==> src/rtl/if_fetch_unit_pkg.sv <==
// Shared types and constants for the instruction-fetch front end.
package if_fetch_unit_pkg;

    localparam int InstAddrBus = 32;
    localparam int InstBus     = 32;

    localparam logic [InstBus-1:0]     ZeroWord    = 32'h0000_0000;
    localparam logic [InstAddrBus-1:0] IF_RESET_PC = 32'h0000_0000;

    // FETCH: request outstanding at fetch_pc.
    // HOLD: one instruction parked in the skid buffer, no request.
    // DISCARD: abandoned request outstanding, its data will be dropped.
    typedef enum logic [1:0] {
        IF_ST_FETCH   = 2'd0,
        IF_ST_HOLD    = 2'd1,
        IF_ST_DISCARD = 2'd2
    } if_state_e;

    // Instruction addresses are always word aligned.
    function automatic logic [InstAddrBus-1:0] word_align(input logic [InstAddrBus-1:0] addr);
        return {addr[InstAddrBus-1:2], 2'b00};
    endfunction

endpackage

==> src/rtl/if_fetch_unit_skid_buf.sv <==
// One-entry pc+inst buffer used when a fetched word cannot be delivered.
module if_skid_buf
    import if_fetch_unit_pkg::*;
(
    input  logic                   clk,
    input  logic                   rst,
    input  logic                   i_load,
    input  logic                   i_clear,
    input  logic [InstAddrBus-1:0] i_pc,
    input  logic [InstBus-1:0]     i_inst,
    output logic                   o_valid,
    output logic [InstAddrBus-1:0] o_pc,
    output logic [InstBus-1:0]     o_inst
);

    logic                   r_valid;
    logic [InstAddrBus-1:0] r_pc;
    logic [InstBus-1:0]     r_inst;

    // Clear wins over load so a redirect always empties the buffer.
    always_ff @(posedge clk or posedge rst) begin
        if (rst) begin
            r_valid <= 1'b0;
            r_pc    <= ZeroWord;
            r_inst  <= ZeroWord;
        end else if (i_clear) begin
            r_valid <= 1'b0;
        end else if (i_load) begin
            r_valid <= 1'b1;
            r_pc    <= i_pc;
            r_inst  <= i_inst;
        end
    end

    assign o_valid = r_valid;
    assign o_pc    = r_pc;
    assign o_inst  = r_inst;

endmodule

==> src/rtl/if_fetch_unit.sv <==
// Instruction-fetch front end: owns the fetch PC, issues word fetches over a
// req/ready handshake and delivers (pc, inst) pairs to IF/ID, honouring
// branch/jump redirects from EX.
module if_fetch_unit
    import if_fetch_unit_pkg::*;
#(
    parameter logic [InstAddrBus-1:0] RESET_PC = IF_RESET_PC
) (
    input  logic                   clk,
    input  logic                   rst,
    input  logic                   stall_i,
    input  logic                   b_flag_i,
    input  logic [InstAddrBus-1:0] b_target_addr_i,
    output logic                   mem_req_o,
    output logic [InstAddrBus-1:0] mem_addr_o,
    input  logic                   mem_ready_i,
    input  logic [InstBus-1:0]     mem_rdata_i,
    output logic [InstAddrBus-1:0] pc_o,
    output logic [InstBus-1:0]     inst_o,
    output logic                   inst_valid_o
);

    if_state_e              r_state;
    logic [InstAddrBus-1:0] r_fetch_pc;
    logic [InstAddrBus-1:0] r_disc_addr;
    logic [InstAddrBus-1:0] r_pc;
    logic [InstBus-1:0]     r_inst;
    logic                   r_valid;

    if_state_e              w_next_state;
    logic [InstAddrBus-1:0] w_next_fetch_pc;
    logic [InstAddrBus-1:0] w_pc_plus4;
    logic                   w_req_active;
    logic                   w_slot_free;
    logic                   w_disc_load;
    logic                   w_out_load;
    logic                   w_out_bubble;
    logic [InstAddrBus-1:0] w_out_pc;
    logic [InstBus-1:0]     w_out_inst;
    logic                   w_buf_load;
    logic                   w_buf_clear;
    logic                   w_buf_valid;
    logic [InstAddrBus-1:0] w_buf_pc;
    logic [InstBus-1:0]     w_buf_inst;

    // A request is in flight in FETCH and DISCARD; HOLD waits for the consumer.
    assign w_req_active = (r_state == IF_ST_FETCH) || (r_state == IF_ST_DISCARD);
    assign w_slot_free  = ~r_valid | ~stall_i;
    assign w_pc_plus4   = r_fetch_pc + 32'd4;

    assign mem_req_o    = w_req_active & ~rst;
    assign mem_addr_o   = (r_state == IF_ST_DISCARD) ? r_disc_addr : r_fetch_pc;

    assign pc_o         = r_pc;
    assign inst_o       = r_inst;
    assign inst_valid_o = r_valid;

    if_skid_buf u_skid_buf (
        .clk     (clk),
        .rst     (rst),
        .i_load  (w_buf_load),
        .i_clear (w_buf_clear),
        .i_pc    (r_fetch_pc),
        .i_inst  (mem_rdata_i),
        .o_valid (w_buf_valid),
        .o_pc    (w_buf_pc),
        .o_inst  (w_buf_inst)
    );

    // Next-state, fetch PC and output-slot control; redirect overrides everything.
    always_comb begin
        w_next_state    = r_state;
        w_next_fetch_pc = r_fetch_pc;
        w_disc_load     = 1'b0;
        w_out_load      = 1'b0;
        w_out_bubble    = 1'b0;
        w_out_pc        = r_pc;
        w_out_inst      = r_inst;
        w_buf_load      = 1'b0;
        w_buf_clear     = 1'b0;

        if (b_flag_i) begin
            w_out_bubble    = 1'b1;
            w_buf_clear     = 1'b1;
            w_next_fetch_pc = word_align(b_target_addr_i);
            if (w_req_active && !mem_ready_i) begin
                // Memory still owes us a word for the old stream; wait it out.
                w_next_state = IF_ST_DISCARD;
                if (r_state == IF_ST_FETCH) begin
                    w_disc_load = 1'b1;
                end
            end else begin
                w_next_state = IF_ST_FETCH;
            end
        end else begin
            case (r_state)
                IF_ST_FETCH: begin
                    if (mem_ready_i) begin
                        w_next_fetch_pc = w_pc_plus4;
                        if (w_slot_free) begin
                            w_out_load = 1'b1;
                            w_out_pc   = r_fetch_pc;
                            w_out_inst = mem_rdata_i;
                        end else begin
                            w_buf_load   = 1'b1;
                            w_next_state = IF_ST_HOLD;
                        end
                    end else if (w_slot_free) begin
                        w_out_bubble = 1'b1;
                    end
                end
                IF_ST_HOLD: begin
                    if (!stall_i) begin
                        w_out_load   = 1'b1;
                        w_out_pc     = w_buf_pc;
                        w_out_inst   = w_buf_inst;
                        w_buf_clear  = 1'b1;
                        w_next_state = IF_ST_FETCH;
                    end
                end
                IF_ST_DISCARD: begin
                    w_out_bubble = 1'b1;
                    if (mem_ready_i) begin
                        w_next_state = IF_ST_FETCH;
                    end
                end
                default: begin
                    w_next_state = IF_ST_FETCH;
                end
            endcase
        end
    end

    // State, fetch PC and abandoned-request address.
    always_ff @(posedge clk or posedge rst) begin
        if (rst) begin
            r_state     <= IF_ST_FETCH;
            r_fetch_pc  <= RESET_PC;
            r_disc_addr <= ZeroWord;
        end else begin
            r_state    <= w_next_state;
            r_fetch_pc <= w_next_fetch_pc;
            if (w_disc_load) begin
                r_disc_addr <= r_fetch_pc;
            end
        end
    end

    // IF/ID-facing output registers; a bubble only clears the valid bit.
    always_ff @(posedge clk or posedge rst) begin
        if (rst) begin
            r_pc    <= ZeroWord;
            r_inst  <= ZeroWord;
            r_valid <= 1'b0;
        end else if (w_out_bubble) begin
            r_valid <= 1'b0;
        end else if (w_out_load) begin
            r_pc    <= w_out_pc;
            r_inst  <= w_out_inst;
            r_valid <= 1'b1;
        end
    end

    // The buffer valid flag mirrors HOLD; it is kept for readability of the buffer state.
    logic w_unused;
    assign w_unused = w_buf_valid;

endmodule

==> config.mk <==
export PLATFORM = sky130hd
export DESIGN_NAME = if_fetch_unit
export DESIGN_NICKNAME = d
export VERILOG_FILES = /design/src/rtl/if_fetch_unit_pkg.sv /design/src/rtl/if_fetch_unit_skid_buf.sv /design/src/rtl/if_fetch_unit.sv
export SDC_FILE = /design/constraint.sdc
export NUM_CORES = 1
export LEC_CHECK = 0
export BUFFER_PORTS_ARGS = -buffer_cell sky130_fd_sc_hd__buf_2
export CAP_MARGIN = 20
export CORE_MARGIN = 2
export CORE_UTILIZATION = 55
export CTS_CLUSTER_DIAMETER = 200
export DETAILED_ROUTE_END_ITERATION = 10
export MAX_ROUTING_LAYER = met4
export PLACE_DENSITY = 0.83
export SETUP_SLACK_MARGIN = 0.15
export SLEW_MARGIN = 0
export SYNTH_ARGS = -nofsm -noshare
export SYNTH_HDL_FRONTEND = slang
export SYNTH_SLANG_ARGS = --single-unit
==> constraint.sdc <==
create_clock -name clk -period 12.13 [get_ports clk]
set_input_delay 1.8195 -clock clk [delete_from_list [all_inputs] [get_ports clk]]
set_output_delay 1.8195 -clock clk [all_outputs]
set_load 0.005 [all_outputs]
Yosys cells after proc, flatten, opt, wreduce, memory -nomap -nowiden
Index checks and enable logic that the tools add are counted.
- reduce and logical (&&, ||, !) cells: 12
- shift-type cells: 0
- add/sub/neg operators: 1
- equality and inequality tests: 9
- bitwise logic cells: 8
- div/mod/pow operators: 0
- magnitude comparators: 0
- mux-type cells: 38
- $mul: 0
- operator list (kind ; number):
    $mux 32 ; 10
    $pmux 32 s2 ; 2
    $add 32x3->32 const B ; 1
    $mux 1 ; 17
    $mux 2 ; 6
    $ne 3x3->1 const B ; 4
    $reduce_bool 2->1 ; 4
    $reduce_and 7->1 ; 1
    $ne 2x2->1 const B ; 3
    $not 1->1 ; 6
    $pmux 2 s3 ; 1
    $pmux 1 s2 ; 2
    $reduce_and 2->1 ; 2
    $reduce_and 4->1 ; 1
    $eq 2x1->1 const B ; 1
    $eq 2x2->1 const B ; 1
    $logic_not 2->1 ; 1
    $and 1x1->1 ; 1
    $logic_and 1x1->1 ; 1
    $logic_not 1->1 ; 1
    $logic_or 1x1->1 ; 1
    $or 1x1->1 ; 1
- RAM bits: 0
- input port bits: 69
- logic and storage cells: 76
- memories: 0
- ROM bits: 0
- output and inout port bits: 98
- latch bits: 0
- register bits: 195

Longest topological paths before layout
Gate-level depths: netlist of run 1.
- depth after elaboration: 8
- gate-level depth with buffers: 7
- depth with buffers taken out: 5

Cells and area by module
From an unflattened synthesis of run 1, not the netlist that was laid out.
- cells, all modules: 775
- area, all modules: 9195.1 um^2
- modules (own cells, without submodules) (module ; times used ; cells each ; sequential area each (um^2) ; area an instance (um^2)):
    if_fetch_unit ; 1 ; 635 ; 3178.0 ; 6457.4
    if_skid_buf ; 1 ; 140 ; 1626.6 ; 2737.6

Worst setup path before layout of run 1
Ideal clock, no wire load.
- kind: input port to output port
- start point: in rst
- end point: out mem_req_o
- buffers on the path: 0
- arrival: 1.915 ns
- stages: 1
- setup slack: 8.396 ns
- data required time: 10.310 ns
- path through: nor2_1
- cells in the longest elaborated chain, start to end: 2
- RTL lines (element ; RTL line ; source):
    from (decl) ; if_fetch_unit.sv:10 ; input logic rst,
    $not 1->1 ; if_fetch_unit.sv:51 ; assign mem_req_o = w_req_active & ~rst;
    $and 1x1->1 ; if_fetch_unit.sv:51 ;
    to (decl) ; if_fetch_unit.sv:14 ; output logic mem_req_o,
No other way between the ends.

Final worst setup path of run 1
- start point: in b_flag_i
- end point: reg r_inst[23], in the netlist inst_o[23]
- cells in the longest elaborated chain, start to end: 3
- elaborated cells on any way between the ends: 5
- those cells by class: mux (2); bitwise (2); reduce/logical (1)
- RTL lines (element ; RTL line ; source):
    from (decl) ; if_fetch_unit.sv:12 ; input logic b_flag_i,
    $mux 1 ; if_fetch_unit.sv:82 ; if (b_flag_i) begin
    $not 1->1 (no line) ; - ;
    $reduce_and 7->1 (no line) (*) ; - ;
    to (signal assigned) ; if_fetch_unit.sv:153 ; r_inst <= ZeroWord;
    to (signal assigned) ; if_fetch_unit.sv:159 ; r_inst <= w_out_inst;
    to (decl) ; if_fetch_unit.sv:27 ; logic [InstBus-1:0] r_inst;
Every way passes the cells marked *; elsewhere a longest branch is shown, timed or not.
A chain may end at the register's enable or synchronous reset.

==> out/results.tsv, run 1 <==
metric	value	unit
cts_tree	yes	
vias_per_cell	5.64	
nFillCells	1220	
cts-root-buf	clkbuf_16	
holdCritStartpoint	pc_o[22]$_DFFE_PP0P_	
fin_crit_sh	0.358	
whs	0.498	ns
drv_slew	0	
wl_per_cell	18.3	µm
synth_top_area_share	0.524	
ys.warnings.count	0	
hold_violations	0	
ir_drop	100	µV
place_hpwl	12.3	mm
slowest_stage	clkinv_1	
min_to	pc_o[22]$_DFFE_PP0P_	
syn2layout_area_growth	16.4	%
path_clk_slew	0.06	ns
numCtsBuffers	17	
cts_hold_buf	0	
synth_edf_count	0	
synth_cell_types	56	
ys_top_cells_by_area	dfrtp_1 (52%), mux2_2 (31%), nand2_1 (1.2%)	
die_h	131	µm
drive_above_1_share	0.550	
synthArstFlopShare	1.00	
path_max_fanout	40	
initial_core_util	0.562	
maxCapViolCount	0	
dieArea	17300	µm²
insertion_delay	0.42	ns
r2r-end	u_skid_buf.o_inst[14]$_DFFE_PP0P_	
overflow	0	
r2r_slack	9.22	ns
synth_ff_type	dfrtp_1	
nets	884	
first_iter_violations	338	
io_pins	167	
worstPathCellList	buf_2 -> clkinv_1 -> o21ai_4 -> buf_4 -> mux2_2	
cts_buffer_depth	2	
antenna_found_initial	0	
tns	0	ns
dp_slack	7.40	ns
drc	0	
wl	19.0	mm
grt_max_degree	131	
reg2reg_depth	4	
hold_path.class	flop to flop	
path_class	input port to flop	
htree_levels	4	
post_cts_buffers	0	
synth_area	8930	µm²
p_per_area	166	nW/µm²
status	finished clean	
crit_arrival	4.64	ns
worst_slack	7.79	ns
clock_sinks	187	
rows	46	
fmax	231	MHz
syn_avg_cell_area	13.1	µm²
setup_viol	0	
cts_resized	0	
grtUsageTotal	0.231	
rsz0062_at_grt	no	
synth_top_area_cell	dfrtp_1	
slew_headroom	0.312	
synthCells	680	
synth-seq-area-share	0.524	
portBuffers	160	
via_count	5880	
whs_path_depth	1	
required	12.44	ns
worst_pin_slew	1.03	ns
cpPeakStageDelay	1.01	ns
firstDrtPassIters	5	
grt_pass1_vias	5926	
final.setup_skew	0.0128	ns
layout_min_cycle_time	4.34	ns
ys_seq_elements	187	
ant_nets	0	
reg2reg_from	r_state[0]$_DFFE_PP0P_	
gp_congestion	0.792	
cellLeakagePower	4.63	nW
start_kind	input port	
grt_pass1_wl	30.8	mm
coreArea	15900	µm²
worst_setup_path_end_kind	flop	
antenna_cells	0	
die_w	131	µm
==> layer usage <==
metal | up-vias | global-route usage | part of all wire
li1 | 2737 | - | -
met1 | 2963 | 0.300 | 0.45
met2 | 156 | 0.371 | 0.50
met3 | 24 | 0.0397 | 0.039
met4 | 0 | 0.0803 | 0.018
met5 | - | - | 0
==> worst max path at each step <==
stage / from / to / slack [ns] / depth (start not counted)
2_1_floorplan: rst / inst_o[0]$_DFFE_PP0P_ / 5.23 / 1
3_3_place_gp: b_flag_i / inst_o[19]$_DFFE_PP0P_ / 7.43 / 5
3_5_place_dp: b_flag_i / inst_o[23]$_DFFE_PP0P_ / 7.40 / 5
4_1_cts: r_state[1]$_DFFE_PP0P_ / mem_addr_o[31] / 7.78 / 4
5_1_grt: b_flag_i / inst_o[10]$_DFFE_PP0P_ / 7.57 / 5
6_report: b_flag_i / inst_o[23]$_DFFE_PP0P_ / 7.79 / 5
==> sequential cells by signal, indices dropped and copies added (netlist names) <==
| signal | cells |
|---|---|
| inst_o | 32 |
| u_skid_buf.o_inst | 32 |
| pc_o | 30 |
| r_disc_addr | 30 |
| r_fetch_pc | 30 |
| u_skid_buf.o_pc | 30 |
| r_state | 2 |
| inst_valid_o | 1 |
==> cells in the mapped netlist (all sizes together) (2+ instances only) <==
master,number
buf,30
clkbuf,24
o21ai,22
a31oi,13
xnor2,6
and4,2
nand2,29
or4,14
nor4,4
nor2,19
and2,3
o211ai,4
nand4,9
inv,7
nor3b,3
xor2,3
or3,3
nor3,2
and3,3
dfrtp,187
a21oi,2
o31ai,9
nand3,18
mux2,242
nor2b,3
==> area by class of cell <==
class	count	area (µm²)	share of cell area
sequential	187	4680	0.450
multi-input combinational	434	3970	0.382
inverter	8	37.5	0.00361
clock inverter	6	111	0.0107
tap	216	270	0.0260
timing repair buffer	166	846	0.0814
clock buffer	25	485	0.0467
==> cells in the final DEF (no fill, tap or decap), drive strengths merged, types with 2 or more instances in the layout <==
cell type / Yosys / layout
a21oi: 2 / 2
a31oi: 13 / 13
and2: 3 / 3
and3: 3 / 3
and4: 2 / 2
buf: 30 / 166
bufinv: 0 / 3
clkbuf: 24 / 25
clkinv: 1 / 3
conb: 1 / 4
dfrtp: 187 / 187
inv: 7 / 7
mux2: 242 / 242
nand2: 29 / 29
nand3: 18 / 18
nand4: 9 / 9
nor2: 19 / 19
nor2b: 3 / 3
nor3: 2 / 2
nor3b: 3 / 3
nor4: 4 / 4
o211ai: 4 / 4
o21ai: 22 / 22
o31ai: 9 / 9
or3: 3 / 3
or4: 14 / 14
xnor2: 6 / 6
xor2: 3 / 3
==> where the power goes <==
| part | internal, mW | switching [mW] | leakage [nW] |
|---|---|---|---|
| Clock | 0.340 | 0.225 | 0.288 |
| Combinational | 0.193 | 0.129 | 2.07 |
| Sequential | 0.760 | 0.0821 | 2.27 |
==> worst max-delay path: cells and delay by family <==
family,cells,cell delay (ns)
compound gates,1,0.40
buf+inv,3,2.00
mux,1,0.40
==> metrics by stage <==
step | cells | total power [mW] | instance area (µm²) | util
2_1_floorplan | 683 | 1.05 | 8940 | -
3_5_place_dp | 1011 | 1.18 | 9800 | 0.617
3_3_place_gp | 1011 | 1.16 | 9800 | 0.617
6_report | 1042 | 1.73 | 10400 | 0.654
4_1_cts | 1042 | 1.75 | 10400 | 0.654
5_1_grt | 1042 | 1.81 | 10400 | 0.654
==> cells by family after synthesis <==
group / Yosys count / synth area share
fa+ha+maj: 1 / 0.00140
compound gates: 58 / 0.0420
flops: 187 / 0.524
other cells: 1 / 0.000420
buf+inv: 62 / 0.0366
xor+xnor: 9 / 0.00883
mux: 243 / 0.306
simple gates: 119 / 0.0806
Power figures use the tool's default switching activity.
==> inputs of run 2 (changes only) <==
CORE_UTILIZATION = 50   (was 55)
PLACE_DENSITY = 0.8   (was 0.83)
clock period = 3.9 ns   (was 12.13 ns; I/O delays follow)
==> run 2 against run 1 <==
  * Routed wire length grew 0.40%
  * Critical path depth stayed put
  * Die area rose by 9.7%
  * Global-route usage shrank 1.4 points
  * Critical endpoint is now mem_addr_o[31]
  * Highest routed layer unchanged
  * Worst setup slack got worse by 6.8 ns
  * Sequential cell count unchanged
==> out/results.tsv, run 2 (synthesized netlist as in run 1, its figures left out) <==
metric	value	unit
path_clk_slew	0.07	ns
hold_path.class	input port to asynchronous set/reset pin	
reg2reg_depth	4	
tns	0	ns
cts-root-buf	clkbuf_16	
reg2reg_from	r_state[0]$_DFFE_PP0P_	
p_per_area	531	nW/µm²
placed_area	9870	µm²
insertion_delay	0.43	ns
post_cts_buffers	0	
first_iter_violations	331	
rows	48	
overflow	0	
cp_num_buf_inv	3	
numCtsBuffers	17	
portBuffers	160	
r2r_slack	1.23	ns
drv_slew	0	
start_kind	flop	
syn2layout_area_growth	18.1	%
gp_congestion	0.776	
layout_min_cycle_time	2.87	ns
worst_pin_slew	0.980	ns
cts_tree	yes	
firstDrtPassIters	4	
grtUsageTotal	0.218	
io_pins	167	
cellLeakagePower	4.68	nW
final_cell_mix	mux2_2 (242), dfrtp_1 (187), buf_2 (160)	
cts_resized	0	
finalInstanceArea	10500	µm²
ir_drop	308	µV
rsz0062_at_grt	no	
status	finished clean	
seq_area	4680	µm²
cp_top_family	buffers and inverters	
dieArea	18900	µm²
grt_pass1_vias	6081	
grt_pass1_wl	30.8	mm
drc	0	
crit_arrival	2.28	ns
required	3.31	ns
ant_nets	0	
r2r-end	u_skid_buf.o_inst[15]$_DFFE_PP0P_	
path_max_fanout	13	
cts_buffer_depth	2	
hold_violations	0	
coreArea	17400	µm²
vias_per_cell	5.57	
die_w	138	µm
slew_headroom	0.347	
setup_viol	0	
via_count	5878	
worst_setup_path_end_kind	primary output	
cts_hold_buf	0	
final_common_cell	mux2_2	
maxCapViolCount	0	
cpPeakStageDelay	0.53	ns
drive_above_1_share	0.555	
path_class	flop to primary output	
wl	19.1	mm
worstPathCellList	inv_1 -> nor2_4 -> buf_4 -> mux2_2 -> buf_2	
nets	888	
grt_max_degree	110	
nFillCells	1379	
die_h	138	µm
clock_sinks	187	
place_hpwl	12.5	mm
slowest_stage	dfrtp_1	
htree_levels	4	
antenna_found_initial	1	
final.setup_skew	0.0104	ns
fmax	349	MHz
initial_core_util	0.515	
fin_crit_sh	0.736	
wl_per_cell	18.1	µm
multi_input_area	3970	µm²
[run 2: cell types whose count changed in the layout (fill, tap and decap cells not counted), sizes merged]
cell,delta
buf,+4
bufinv,+3
clkbuf,-4
clkinv,-2
clkinvlp,+3
diode,+1
[run 2: through the flow]
step | power (mW) | setup slack [ns] | cells | utilization | hold WS, ns
global placement | 3.62 | 1.08 | 1024 | 0.569 | 0.482
detailed placement | 3.68 | 1.06 | 1024 | 0.569 | 0.487
floorplan | 3.25 | 0.909 | 683 | - | 0.475
global route | 5.89 | 0.892 | 1056 | 0.608 | 0.368
CTS | 5.65 | 1.00 | 1055 | 0.608 | 0.352
finish | 5.60 | 1.03 | 1056 | 0.608 | 0.305
[run 2: report_power, final]
group          leakage, nW  total, mW  switching (mW)  internal [mW]
clock network        0.316       1.97           0.733           1.24
logic                 2.10       1.01           0.403          0.607
registers             2.27       2.62           0.255           2.36
total                 4.68       5.60            1.39           4.20
[run 2: area by class of cell]
| cell class | instances | share of cell area |
|---|---|---|
| tap | 225 | 0.0267 |
| clock inverter | 10 | 0.0200 |
| clock buffer | 21 | 0.0436 |
| antenna | 1 | 0.000237 |
| multi-input combinational | 434 | 0.376 |
| sequential | 187 | 0.444 |
| inverter | 8 | 0.00320 |
| timing repair buffer | 170 | 0.0866 |
[run 2: worst min-delay path, stage by stage]
cell	delay, ns
buf_2	0.12
clkinvlp_4	0.08
buf_12	0.40
[run 2: layer usage]
| metal | GRT usage | share of wire |
|---|---|---|
| met4 | 0.0819 | 0.020 |
| met3 | 0.0386 | 0.033 |
| met1 | 0.274 | 0.44 |
| met2 | 0.352 | 0.51 |
| met5 | - | 0 |
[run 2: how the worst max path moves through the flow]
stage | from | endpoint | slack, ns | cells past startpoint
3_5_place_dp | mem_ready_i | u_skid_buf.o_inst[21]$_DFFE_PP0P_ | 1.06 | 5
5_1_grt | r_state[1]$_DFFE_PP0P_ | mem_addr_o[31] | 0.89 | 5
6_report | r_state[1]$_DFFE_PP0P_ | mem_addr_o[31] | 1.03 | 5
2_1_floorplan | rst | inst_o[0]$_DFFE_PP0P_ | 0.91 | 1
3_3_place_gp | mem_ready_i | u_skid_buf.o_inst[23]$_DFFE_PP0P_ | 1.08 | 5
4_1_cts | r_state[1]$_DFFE_PP0P_ | mem_addr_o[31] | 1.00 | 5
